[src/rtl/namuru_time_base.sv]
// ============================================================================
// namuru_time_base : sample-strobe-driven TIC / accumulation time base
// Revision: 1.0
// ============================================================================
`default_nettype none

module namuru_time_base #(
  parameter int DIV_W = 24
) (
  input  logic             sys_clk,
  input  logic             rstn,
  input  logic             sample_en,
  input  logic [DIV_W-1:0] tic_divide,
  input  logic [DIV_W-1:0] accum_divide,
  output logic             pre_tic_enable,
  output logic             tic_enable,
  output logic             accum_enable,
  output logic             accum_sample_enable,
  output logic [DIV_W-1:0] tic_count,
  output logic [DIV_W-1:0] accum_count
);

  logic [DIV_W-1:0] w_cnt  [2];
  logic             w_fire [2];
  logic             r_tic_enable;
  logic             r_sample_enable;

  // Unit 0 is the TIC counter, unit 1 the accumulation counter.
  for (genvar u = 0; u < 2; u++) begin : g_unit
    logic [DIV_W-1:0] w_divide;
    logic [DIV_W-1:0] r_cnt;
    logic             r_armed;
    logic             r_fire;

    assign w_divide = (u == 0) ? tic_divide : accum_divide;

    // Divide is only sampled at arming and reload so periods are never cut short.
    always_ff @(posedge sys_clk or negedge rstn) begin
      if (!rstn) begin
        r_cnt   <= '0;
        r_armed <= 1'b0;
        r_fire  <= 1'b0;
      end else begin
        r_fire <= 1'b0;
        if (sample_en) begin
          if (!r_armed) begin
            r_cnt   <= w_divide;
            r_armed <= 1'b1;
          end else if (r_cnt != '0) begin
            r_cnt <= r_cnt - 1'b1;
          end else begin
            r_fire <= 1'b1;
            r_cnt  <= w_divide;
          end
        end
      end
    end

    assign w_cnt[u]  = r_cnt;
    assign w_fire[u] = r_fire;
  end

  always_ff @(posedge sys_clk or negedge rstn) begin
    if (!rstn) begin
      r_tic_enable    <= 1'b0;
      r_sample_enable <= 1'b0;
    end else begin
      r_tic_enable    <= w_fire[0];
      r_sample_enable <= sample_en;
    end
  end

  assign pre_tic_enable      = w_fire[0];
  assign tic_enable          = r_tic_enable;
  assign accum_enable        = w_fire[1];
  assign accum_sample_enable = r_sample_enable;
  assign tic_count           = w_cnt[0];
  assign accum_count         = w_cnt[1];

endmodule

`default_nettype wire
[config.mk]
export PLATFORM = sky130hd
export DESIGN_NAME = namuru_time_base
export DESIGN_NICKNAME = d
export VERILOG_FILES = /design/src/rtl/namuru_time_base.sv
export SDC_FILE = /design/constraint.sdc
export NUM_CORES = 1
export LEC_CHECK = 0
export CELL_PAD_IN_SITES_DETAIL_PLACEMENT = 0
export CELL_PAD_IN_SITES_GLOBAL_PLACEMENT = 1
export CORE_ASPECT_RATIO = 1.4
export CORE_MARGIN = 5
export CORE_UTILIZATION = 35
export DETAILED_ROUTE_END_ITERATION = 10
export PLACE_DENSITY_LB_ADDON = 0.1
export SYNTH_ARGS = -nofsm -noshare
export SYNTH_HDL_FRONTEND = slang
export SYNTH_SLANG_ARGS = --single-unit
[constraint.sdc]
create_clock -name sys_clk -period 2.8 [get_ports sys_clk]
set_input_delay 0.42 -clock sys_clk [delete_from_list [all_inputs] [get_ports sys_clk]]
set_output_delay 0.42 -clock sys_clk [all_outputs]
set_load 0.02 [all_outputs]
* Yosys cells after proc, flatten, opt, wreduce, memory -nomap -nowiden *
Cells that the tools add are included.

cells by class
  mux-type cells = 10
  $add $sub $neg = 2
  reduce and logical (&&, ||, !) cells = 2

operators with widths
  operator                                            count
  two-way mux 24 bit                                  4
  nonzero test 24 bit                                 2
  subtractor 24 x 1 -> 24 bit, second input constant  2
  two-way mux 1 bit                                   6

storage, ports and cells
  bits of input ports = 51
  logic and storage cells = 21
  flip-flop bits (word level) = 53
  output and inout bits = 52

* Longest topological paths before layout *
Gate-level depths: netlist (run 1).

  depth in word-level cells = 4
  mapped depth = 8

* Least setup slack after synthesis (run 1) *
Ideal clock, no wire load.

  kind = register to register
  start = register g_unit[1].r_cnt[0] (netlist: accum_count[0])
  end = register g_unit[1].r_cnt[15] (netlist: accum_count[15])
  stages on the path, launching flop included = 8
  library setup time = 126 ps
  slack = 223 ps
  clock period less this slack = 2577 ps
  arrival = 2451 ps
  cell sequence = dfrtp_1 -> inv_1 -> ha_1 -> or4b_2 -> or4_4 -> o21a_4 -> buf_8 -> a221o_1

on the way
  longest elaborated chain between the ends = 3

RTL lines
  item                                                                       RTL line  RTL
  start: declaration                                                         31        logic [DIV_W-1:0] r_cnt;
  start signal: assignment                                                   47        r_cnt <= w_divide;
  start signal: assignment                                                   50        r_cnt <= r_cnt - 1'b1;
  start signal: assignment                                                   53        r_cnt <= w_divide;
  subtractor 24 x 1 -> 24 bit / nonzero test 24 bit (equally long branches)  50, 49
  two-way mux 24 bit *                                                       49        end else if (r_cnt != '0) begin
  two-way mux 24 bit *                                                       46        if (!r_armed) begin

Mark *: on every way between the ends. The rest lies on a longest branch, timed or not.
A chain may end at the register's enable or synchronous reset.

* Worst setup path after layout (run 1) *
Ends and elaborated chain as after synthesis.

==> flow_metrics.py, run 1 <==
metrics = {
    "worst_setup_path": {
        "reg2reg_slack_ns": 0.16,
        "crit_fanout": 31,
        "start_kind": "flip-flop",
        "crit-reg2reg-launch": "accum_count[0]",
        "crit_required_ns": 2.98,
        "critical_path_arrival_ns": 2.82,
        "worstReg2RegEnd": "accum_count[15]",
        "ff2ff_path_depth": 6,
        "setup.worst_path.class": "reg -> reg",
        "crit_path_end_kind": "flip-flop",
    },
    "route": {
        "via_per_inst": 5.55,
        "wl_per_cell_um": 18.1,
        "firstDrtPassIters": 4,
        "wl_um": 11600,
        "drt-initial-drc-count": 96,
        "drc": 0,
        "drtAntennaViolNets": 0,
        "num_vias": 3552,
    },
    "grt": {
        "grt_pass1_wl_um": 18500,
        "grt_pass1_vias": 3599,
        "grt_max_degree": 80,
        "antenna_found_initial": 0,
        "grt.total_usage_pct": 19.2,
        "grt_overflow": 0,
    },
    "timing": {
        "whs_ns": 0.154,
        "fin_worst_skew_ns": 0.00245,
        "fin_ws_ns": 0.160,
        "rsz0062_at_grt": "no",
        "finalCritPeriodShare_pct": 94.3,
        "slew_headroom_pct": 55.5,
        "hold_violations": 0,
        "finalSetupViolations": 0,
        "final.setup.tns_ns": 0,
        "drv_slew": 0,
        "worst_slew_pin_slew_ns": 0.667,
        "fmax_mhz": 379,
        "finalWorstPathRequiredPeriod_ns": 2.64,
    },
    "flow_run": {
        "max_cap_viol_count": 0,
    },
    "cts": {
        "path_clk_slew_ns": 0.07,
        "clockRootBuffer": "clkbuf_16",
        "clk_latency_ns": 0.29,
        "post-cts-setup-buffer-count": 0,
        "cts_tree": "yes",
        "cts.sinks": 53,
        "cts_hold_buf": 0,
        "htree_levels": 2,
        "ctsResizeCount": 0,
        "cts_buffers": 5,
        "cts_buffer_depth": 2,
    },
    "final_layout": {
        "n_fill_cell": 1018,
        "final_nets": 560,
        "area_growth_pct": 39.0,
        "final_cell_mix": "100 x clkdlybuf4s50_1, 53 x dfrtp_1, 34 x nand2_1",
        "fin_cells": 640,
        "drive_above_1_share_pct": 10.3,
        "fin_util_pct": 49.4,
        "layout_commonest_cell": "clkdlybuf4s50_1",
        "antenna_cells_inserted": 0,
    },
    "placed_design": {
        "dpl.cell_count": 633,
        "place_ws_ns": 0.165,
        "portBuffers": 102,
        "gp_routability_congestion": 0.856,
        "dp_hpwl_um": 8430,
    },
    "floorplan": {
        "io_pins": 103,
        "die_h_um": 129,
        "fp.coreArea_mm2": 0.00990,
        "num_rows": 43,
        "dieWidth_um": 94.8,
        "start_util_pct": 35.6,
        "die_area_mm2": 0.0122,
    },
    "synth": {
        "async_flop_share_pct": 100,
        "ys_ff_latch": 53,
        "synth.avg_cell_area_um2": 8.87,
        "ys_warn_count": 0,
        "synth_cell_types": 54,
        "synth_area_mm2": 0.00352,
        "synth_edf_count": 0,
        "yosysSeqAreaShare_pct": 37.7,
        "synthCells": 397,
        "synth_nets": 452,
        "yosys_most_used_dff": "dfrtp_1",
    },
    "power": {
        "seqPwrFrac_pct": 40.9,
        "peakVddDrop_v": 0.000329,
        "switching_share_pct": 35.3,
        "clockPowerShare_pct": 24.2,
        "p_int_uw": 1710,
        "p_leak_uw": 0.00201,
        "switching_power_uw": 932,
        "pwr-share-comb_pct": 34.9,
        "powerDensity_mw_per_mm2": 540,
    },
    "min_path": {
        "hold_path.class": "in -> async",
    },
    "status": {
        "status": "finished clean",
    },
}
==> power by group through the flow <==
stage	Sequential, µW	Combinational, µW	Clock (µW)
6_report	1080	922	639
5_1_grt	1110	996	680
4_1_cts	1080	936	663
3_5_place_dp	1100	932	0
3_3_place_gp	1090	923	0
2_1_floorplan	1220	291	0
==> routing by layer <==
metal / routed length [µm] / global-route usage, % / vias up
li1: - / - / 1723
met1: 4730 / 22.4 / 1741
met2: 6230 / 35.8 / 78
met3: 440 / 2.87 / 10
met4: 183 / 5.52 / 0
met5: 0 / 0 / -
==> logic make-up (layout without fill, tap and decap cells) <==
group | count (synthesis) | in the layout | synth area share (%)
and+or+nand+nor | 161 | 161 | 25.1
AOI/OAI and AO/OA | 104 | 104 | 21.7
xor gates and xnor gates | 1 | 1 | 0.249
DFF | 53 | 53 | 37.7
adders and majority gates | 4 | 4 | 1.42
muxes | 26 | 26 | 7.42
buffers and inverters | 48 | 156 | 6.39
==> per-stage QoR <==
step | total power [µW] | cell area (µm²)
floorplan | 1510 | 3520
global placement | 2010 | 4750
detailed placement | 2030 | 4750
CTS | 2680 | 4890
global route | 2780 | 4890
finish | 2640 | 4890
==> how the worst max path moves through the flow <==
stage / start / to / slack, ns / cells past startpoint
floorplan: accum_count[0] / accum_count[15] / 0.22 / 7
global placement: accum_count[0] / accum_count[15] / 0.20 / 6
detailed placement: accum_count[0] / accum_count[15] / 0.17 / 6
CTS: accum_count[0] / accum_count[15] / 0.16 / 6
global route: accum_count[0] / accum_count[6] / 0.06 / 7
finish: accum_count[0] / accum_count[15] / 0.16 / 6
==> cell type report <==
cell class | count | area (µm²) | area share (%)
clock buffers | 7 | 143 | 2.91
inverters | 24 | 90.1 | 1.84
multi-input cells | 296 | 1970 | 40.3
flip-flops and latches | 53 | 1330 | 27.1
well taps | 135 | 169 | 3.45
repair buffers | 125 | 1200 | 24.4
==> critical path: stages (launching register included) <==
cell and delay (ns):
dfrtp_1 0.41, inv_1 0.13, ha_1 0.15, or4b_2 0.60, or4_4 0.47, o21a_4 0.38
a221o_1 0.37
==> state kept, by name (all words and copies together) (netlist names) <==
signal               flops
accum_sample_enable      1
tic_enable               1
g_unit.r_armed           1
pre_tic_enable           1
tic_count               24
accum_count             24
accum_enable             1
==> synthesized netlist by cell type, drive strengths merged (2+ instances only) <==
cell type  instances  area, µm²
a211o              2       17.5
a21oi             16        106
a221o              2       20.0
a22oi             14        105
a2bb2oi           18        158
and3               6       37.5
and4               2       17.5
buf                9       78.8
clkbuf            15       56.3
dfrtp             53       1330
ha                 4       50.1
inv               24       90.1
mux2i             25        250
nand2             34        128
nand3             23        115
nand4             16        100
nor2              20       75.1
nor2b              4       25.0
nor3              18       90.1
nor3b              2       15.0
nor4              11       75.1
nor4b              3       26.3
o211ai             5       37.5
o21a               2       22.5
o21ai             26        141
o22ai              3       18.8
o2bb2ai            2       17.5
o311ai             6       52.6
or2                2       12.5
or3                7       45.1
or4                9       86.3
or4b               3       30.0
Note: power is estimated with default switching activity, not from simulation.
==> run 2, diff against run 1 <==
--- a/config.mk
+++ b/config.mk
@@ -5,6 +5,7 @@
 export SDC_FILE = /design/constraint.sdc
 export NUM_CORES = 1
 export LEC_CHECK = 0
+export CAP_MARGIN = 20
 export CELL_PAD_IN_SITES_DETAIL_PLACEMENT = 0
 export CELL_PAD_IN_SITES_GLOBAL_PLACEMENT = 1
 export CORE_ASPECT_RATIO = 1.4
==> results of run 2 <==
Final layout, timing and power as in run 1 (identical DEF).
==> run 3, diff against run 2 <==
--- a/config.mk
+++ b/config.mk
@@ -13,6 +13,7 @@
 export CORE_UTILIZATION = 35
 export DETAILED_ROUTE_END_ITERATION = 10
 export PLACE_DENSITY_LB_ADDON = 0.1
+export SLEW_MARGIN = 20
 export SYNTH_ARGS = -nofsm -noshare
 export SYNTH_HDL_FRONTEND = slang
 export SYNTH_SLANG_ARGS = --single-unit
==> results of run 3 <==
Final layout, timing and power as in run 1 (identical DEF).
==> RTL change 1 (flow settings as in run 1) <==
The output `accum_sample_enable` loses its register stage (`r_sample_enable` becomes a continuous assignment).
--- a/src/rtl/namuru_time_base.sv
+++ b/src/rtl/namuru_time_base.sv
@@ -65,8 +65,8 @@
       r_tic_enable    <= 1'b0;
-      r_sample_enable <= 1'b0;
     end else begin
       r_tic_enable    <= w_fire[0];
-      r_sample_enable <= sample_en;
     end
   end
+
+  assign r_sample_enable = sample_en;
 
Formal check against the unedited RTL: not equivalent (a bounded check fails within 4 cycles, from zero or initial values and one cycle with rstn low).
==> RTL change 1 against run 1 <==
- synthesized area is 0.50% lower
- wire length is 1.5% lower
- critical endpoint unchanged
- final area is 0.20% lower
- setup slack better by 13 ps
- cell count grew 0.16%
- sequential cell count decreased by 1
- global-route usage is 0.34 points lower
- power rose by 0.18%
==> RTL change 1: results (changes against run 1) <==
<table>
<tr><th>Metric</th><th>Value</th></tr>
<tr><th colspan="2">Placement</th></tr>
<tr><td>Gp weighted congestion</td><td>0.881 (was 0.856)</td></tr>
<tr><td>Placement Cell Area</td><td>0.00473 mm² (was 0.00475 mm²)</td></tr>
<tr><td>Placed wire-length estimate</td><td>8.36 mm (was 8.43 mm)</td></tr>
<tr><td>Worst slack at placement</td><td>155 ps (was 165 ps)</td></tr>
<tr><th colspan="2">Global routing</th></tr>
<tr><td>GRT Util Overall</td><td>18.9% (was 19.2%)</td></tr>
<tr><td>Wire length of the first global-routing pass</td><td>18.2 mm (was 18.5 mm)</td></tr>
<tr><th colspan="2">Critical path</th></tr>
<tr><td>Worst EP arrival</td><td>2810 ps (was 2820 ps)</td></tr>
<tr><th colspan="2">Logic synthesis</th></tr>
<tr><td>List of most frequent post-synthesis cells</td><td>dfrtp_1, nand2_1, mux2i_1, inv_1, nand3_1 (unchanged)</td></tr>
<tr><td>Share of cell area taken by muxes after synthesis</td><td>7.46% (was 7.42%)</td></tr>
<tr><td>Synth Area in Adders</td><td>1.43% (was 1.42%)</td></tr>
<tr><td>Xor and xnor fraction of the mapped netlist area</td><td>0.250% (was 0.249%)</td></tr>
<tr><td>Compound-cell area share of the yosys netlist</td><td>21.8% (was 21.7%)</td></tr>
<tr><td>Cell types occupying the most area after synthesis</td><td>dfrtp_1, mux2i_1, a2bb2oi_1 (unchanged)</td></tr>
<tr><td>Post-Synthesis Mean Instance Area</td><td>8.83 µm² (was 8.87 µm²)</td></tr>
<tr><th colspan="2">STA</th></tr>
<tr><td>Final Skew</td><td>5.78 ps (was 2.45 ps)</td></tr>
<tr><th colspan="2">Cells and area</th></tr>
<tr><td>Count of filler cells inserted in the layout</td><td>981 (was 1,018)</td></tr>
<tr><td>Area growth, synth to finish</td><td>39.4% (was 39.0%)</td></tr>
<tr><td>Layout cells sized above 1</td><td>10.7% (was 10.3%)</td></tr>
<tr><th colspan="2">Detailed routing</th></tr>
<tr><td>Drt initial violations</td><td>104 (was 96)</td></tr>
<tr><td>Via-per-instance ratio</td><td>5.55 (about the same)</td></tr>
<tr><td>Vias after detailed routing</td><td>3,556 (was 3,552)</td></tr>
<tr><th colspan="2">Pwr</th></tr>
<tr><td>Design internal power</td><td>1.71 mW (about the same)</td></tr>
<tr><td>P_leak</td><td>2.01 nW (about the same)</td></tr>
<tr><td>IR Drop Worst-Case VDD</td><td>0.000247 V (was 0.000329 V)</td></tr>
<tr><th colspan="2">Run status</th></tr>
<tr><td>Result of the run</td><td>complete, no violations (unchanged)</td></tr>
</table>
RTL change 1: worst reg2reg max path, stage by stage, from the launching register on:
cell	delay, ps
dfrtp_1	400
inv_1	120
ha_1	140
or4b_2	600
or4_4	470
o21a_4	390
a221o_1	380
RTL change 1: layout make-up:
class | count | share of cell area, %
flip-flops and latches | 52 | 26.6
clock buffers | 7 | 2.92
inverters | 24 | 1.84
well taps | 135 | 3.46
multi-input cells | 296 | 40.3
repair buffers | 126 | 24.6
clock inverters | 1 | 0.154
RTL change 1: worst paths after layout:
check / start / end / slack [ps] / cells after the start
setup / recovery: accum_count[0]$_DFFE_PN0P_ / accum_count[15]$_DFFE_PN0P_ / 170 / 6
hold / removal: rstn / tic_count[6]$_DFFE_PN0P_ / 150 / 1
setup reg to reg: accum_count[0]$_DFFE_PN0P_ / accum_count[15]$_DFFE_PN0P_ / 170 / 6
hold reg to reg: pre_tic_enable$_DFF_PN0_ / tic_enable$_DFF_PN0_ / 410 / 0
max in group asynchronous: rstn / accum_count[20]$_DFFE_PN0P_ / 2060 / 2
min in group sys_clk: pre_tic_enable$_DFF_PN0_ / tic_enable$_DFF_PN0_ / 410 / 0
RTL change 1: power by group through the flow:
stage                     clock [mW]  combinational [mW]  sequential (mW)
after floorplan                    0               0.293             1.20
after global placement             0               0.942             1.07
after detailed placement           0               0.950             1.07
after CTS                      0.672               0.953             1.06
after global routing           0.710                1.02             1.08
final                          0.649               0.938             1.06
RTL change 1: per-layer routing:
metal	vias to the layer above	global-route usage (%)	part of all wire [%]
li1	1720	-	-
met1	1731	22.6	42
met2	87	33.6	52
met3	18	2.98	4.0
met4	0	7.31	2.6
met5	-	0	0
==> RTL change 2 (config.mk and constraints of run 1) <==
Without the edit above. `DIV_W`: 24 -> 12.
--- a/src/rtl/namuru_time_base.sv
+++ b/src/rtl/namuru_time_base.sv
@@ -7,3 +7,3 @@
 module namuru_time_base #(
-  parameter int DIV_W = 24
+  parameter int DIV_W = 12
 ) (
Ports: changed (resized accum_count, accum_divide, tic_count and tic_divide); port bits go from 103 to 55. No check against the original RTL was run, so the function may have changed too.
==> RTL change 2 against run 1 <==
- sequential cell count decreased by 24
- non-clock buffer count is 60 lower
- maximum frequency up 17%
- final area down 46%
- power shrank 41%
- synthesized cell count decreased by 48%
- synthesized area fell by 46%
- wire length shrank 51%
- setup slack improved by 380 ps
- utilization up 0.57 points
- global-route usage down 2.3 points
==> RTL change 2: results (changes against run 1) <==
<table>
<tr><th>Metric</th><th>Value</th></tr>
<tr><th colspan="2">Pwr</th></tr>
<tr><td>IR Drop Worst-Case VDD</td><td>0.000411 V (was 0.000329 V)</td></tr>
<tr><td>Combinational Power</td><td>570 µW (was 922 µW)</td></tr>
<tr><td>Sw frac</td><td>37.0% (was 35.3%)</td></tr>
<tr><th colspan="2">Cells and area</th></tr>
<tr><td>Layout cells sized above 1</td><td>10.5% (was 10.3%)</td></tr>
<tr><td>Count of filler cells inserted in the layout</td><td>529 (was 1,018)</td></tr>
<tr><td>Layout sequential cell count</td><td>29 (was 53)</td></tr>
<tr><td>Number of non-clock inverters in the layout</td><td>13 (was 24)</td></tr>
<tr><td>Area growth, synth to finish</td><td>38.0% (was 39.0%)</td></tr>
<tr><th colspan="2">Critical path</th></tr>
<tr><td>Crit-path max FO</td><td>8 (was 31)</td></tr>
<tr><td>End of the worst register-to-register path</td><td>accum_count[6]$_DFFE_PN0P_ (was accum_count[15]$_DFFE_PN0P_)</td></tr>
<tr><td>R2r setup slk</td><td>540 ps (was 160 ps)</td></tr>
<tr><th colspan="2">STA</th></tr>
<tr><td>Hold WS</td><td>372 ps (was 154 ps)</td></tr>
<tr><td>Worst relative slew slack</td><td>62.1% (was 55.5%)</td></tr>
<tr><th colspan="2">Placement</th></tr>
<tr><td>Gp weighted congestion</td><td>0.778 (was 0.856)</td></tr>
<tr><td>I/O Buffers</td><td>54 (was 102)</td></tr>
<tr><td>Placed wire-length estimate</td><td>4.02 mm (was 8.43 mm)</td></tr>
<tr><th colspan="2">Logic synthesis</th></tr>
<tr><td>Net count after synthesis</td><td>236 (was 452)</td></tr>
<tr><td>Sequential fraction of the synthesis area</td><td>38.2% (was 37.7%)</td></tr>
<tr><th colspan="2">Global routing</th></tr>
<tr><td>Maximum number of pins on one net before global-route repair</td><td>41 (was 80)</td></tr>
<tr><td>Met1 usage in global routing</td><td>20.6% (was 22.4%)</td></tr>
<tr><td>GR met3 Demand/Resource</td><td>4.04% (was 2.87%)</td></tr>
<tr><td>GRT Util Overall</td><td>16.9% (was 19.2%)</td></tr>
<tr><th colspan="2">Detailed routing</th></tr>
<tr><td>Met3 WL</td><td>344 µm (was 440 µm)</td></tr>
<tr><td>Routed length per placed instance</td><td>17.0 µm (was 18.1 µm)</td></tr>
<tr><td>Number of optimization iterations in the first detailed-route pass</td><td>5 (was 4)</td></tr>
<tr><td>Routed length on met1</td><td>2.35 mm (was 4.73 mm)</td></tr>
<tr><th colspan="2">Run status</th></tr>
<tr><td>Result of the run</td><td>complete, no violations (unchanged)</td></tr>
<tr><th colspan="2">Worst hold path</th></tr>
<tr><td>Worst min-delay path class</td><td>reg2reg (was in2async)</td></tr>
</table>
RTL change 2: how the worst max path moves through the flow:
stage	from	to	slack, ps
after global placement	accum_count[0]$_DFFE_PN0P_	accum_count[6]$_DFFE_PN0P_	560
final	accum_count[0]$_DFFE_PN0P_	accum_count[6]$_DFFE_PN0P_	540
after global routing	accum_count[0]$_DFFE_PN0P_	accum_count[6]$_DFFE_PN0P_	410
after CTS	accum_count[0]$_DFFE_PN0P_	accum_count[6]$_DFFE_PN0P_	530
after floorplan	accum_count[0]$_DFFE_PN0P_	accum_count[3]$_DFFE_PN0P_	590
after detailed placement	accum_count[0]$_DFFE_PN0P_	accum_count[6]$_DFFE_PN0P_	540
RTL change 2: cells by family (layout without fill, tap and decap cells):
logic type                 after synthesis  after routing
adders and majority gates                4              4
buffers and inverters                   25             86
and+or+nand+nor                         88             88
muxes                                    5              5
AOI/OAI and AO/OA                       54             54
DFF                                     29             29
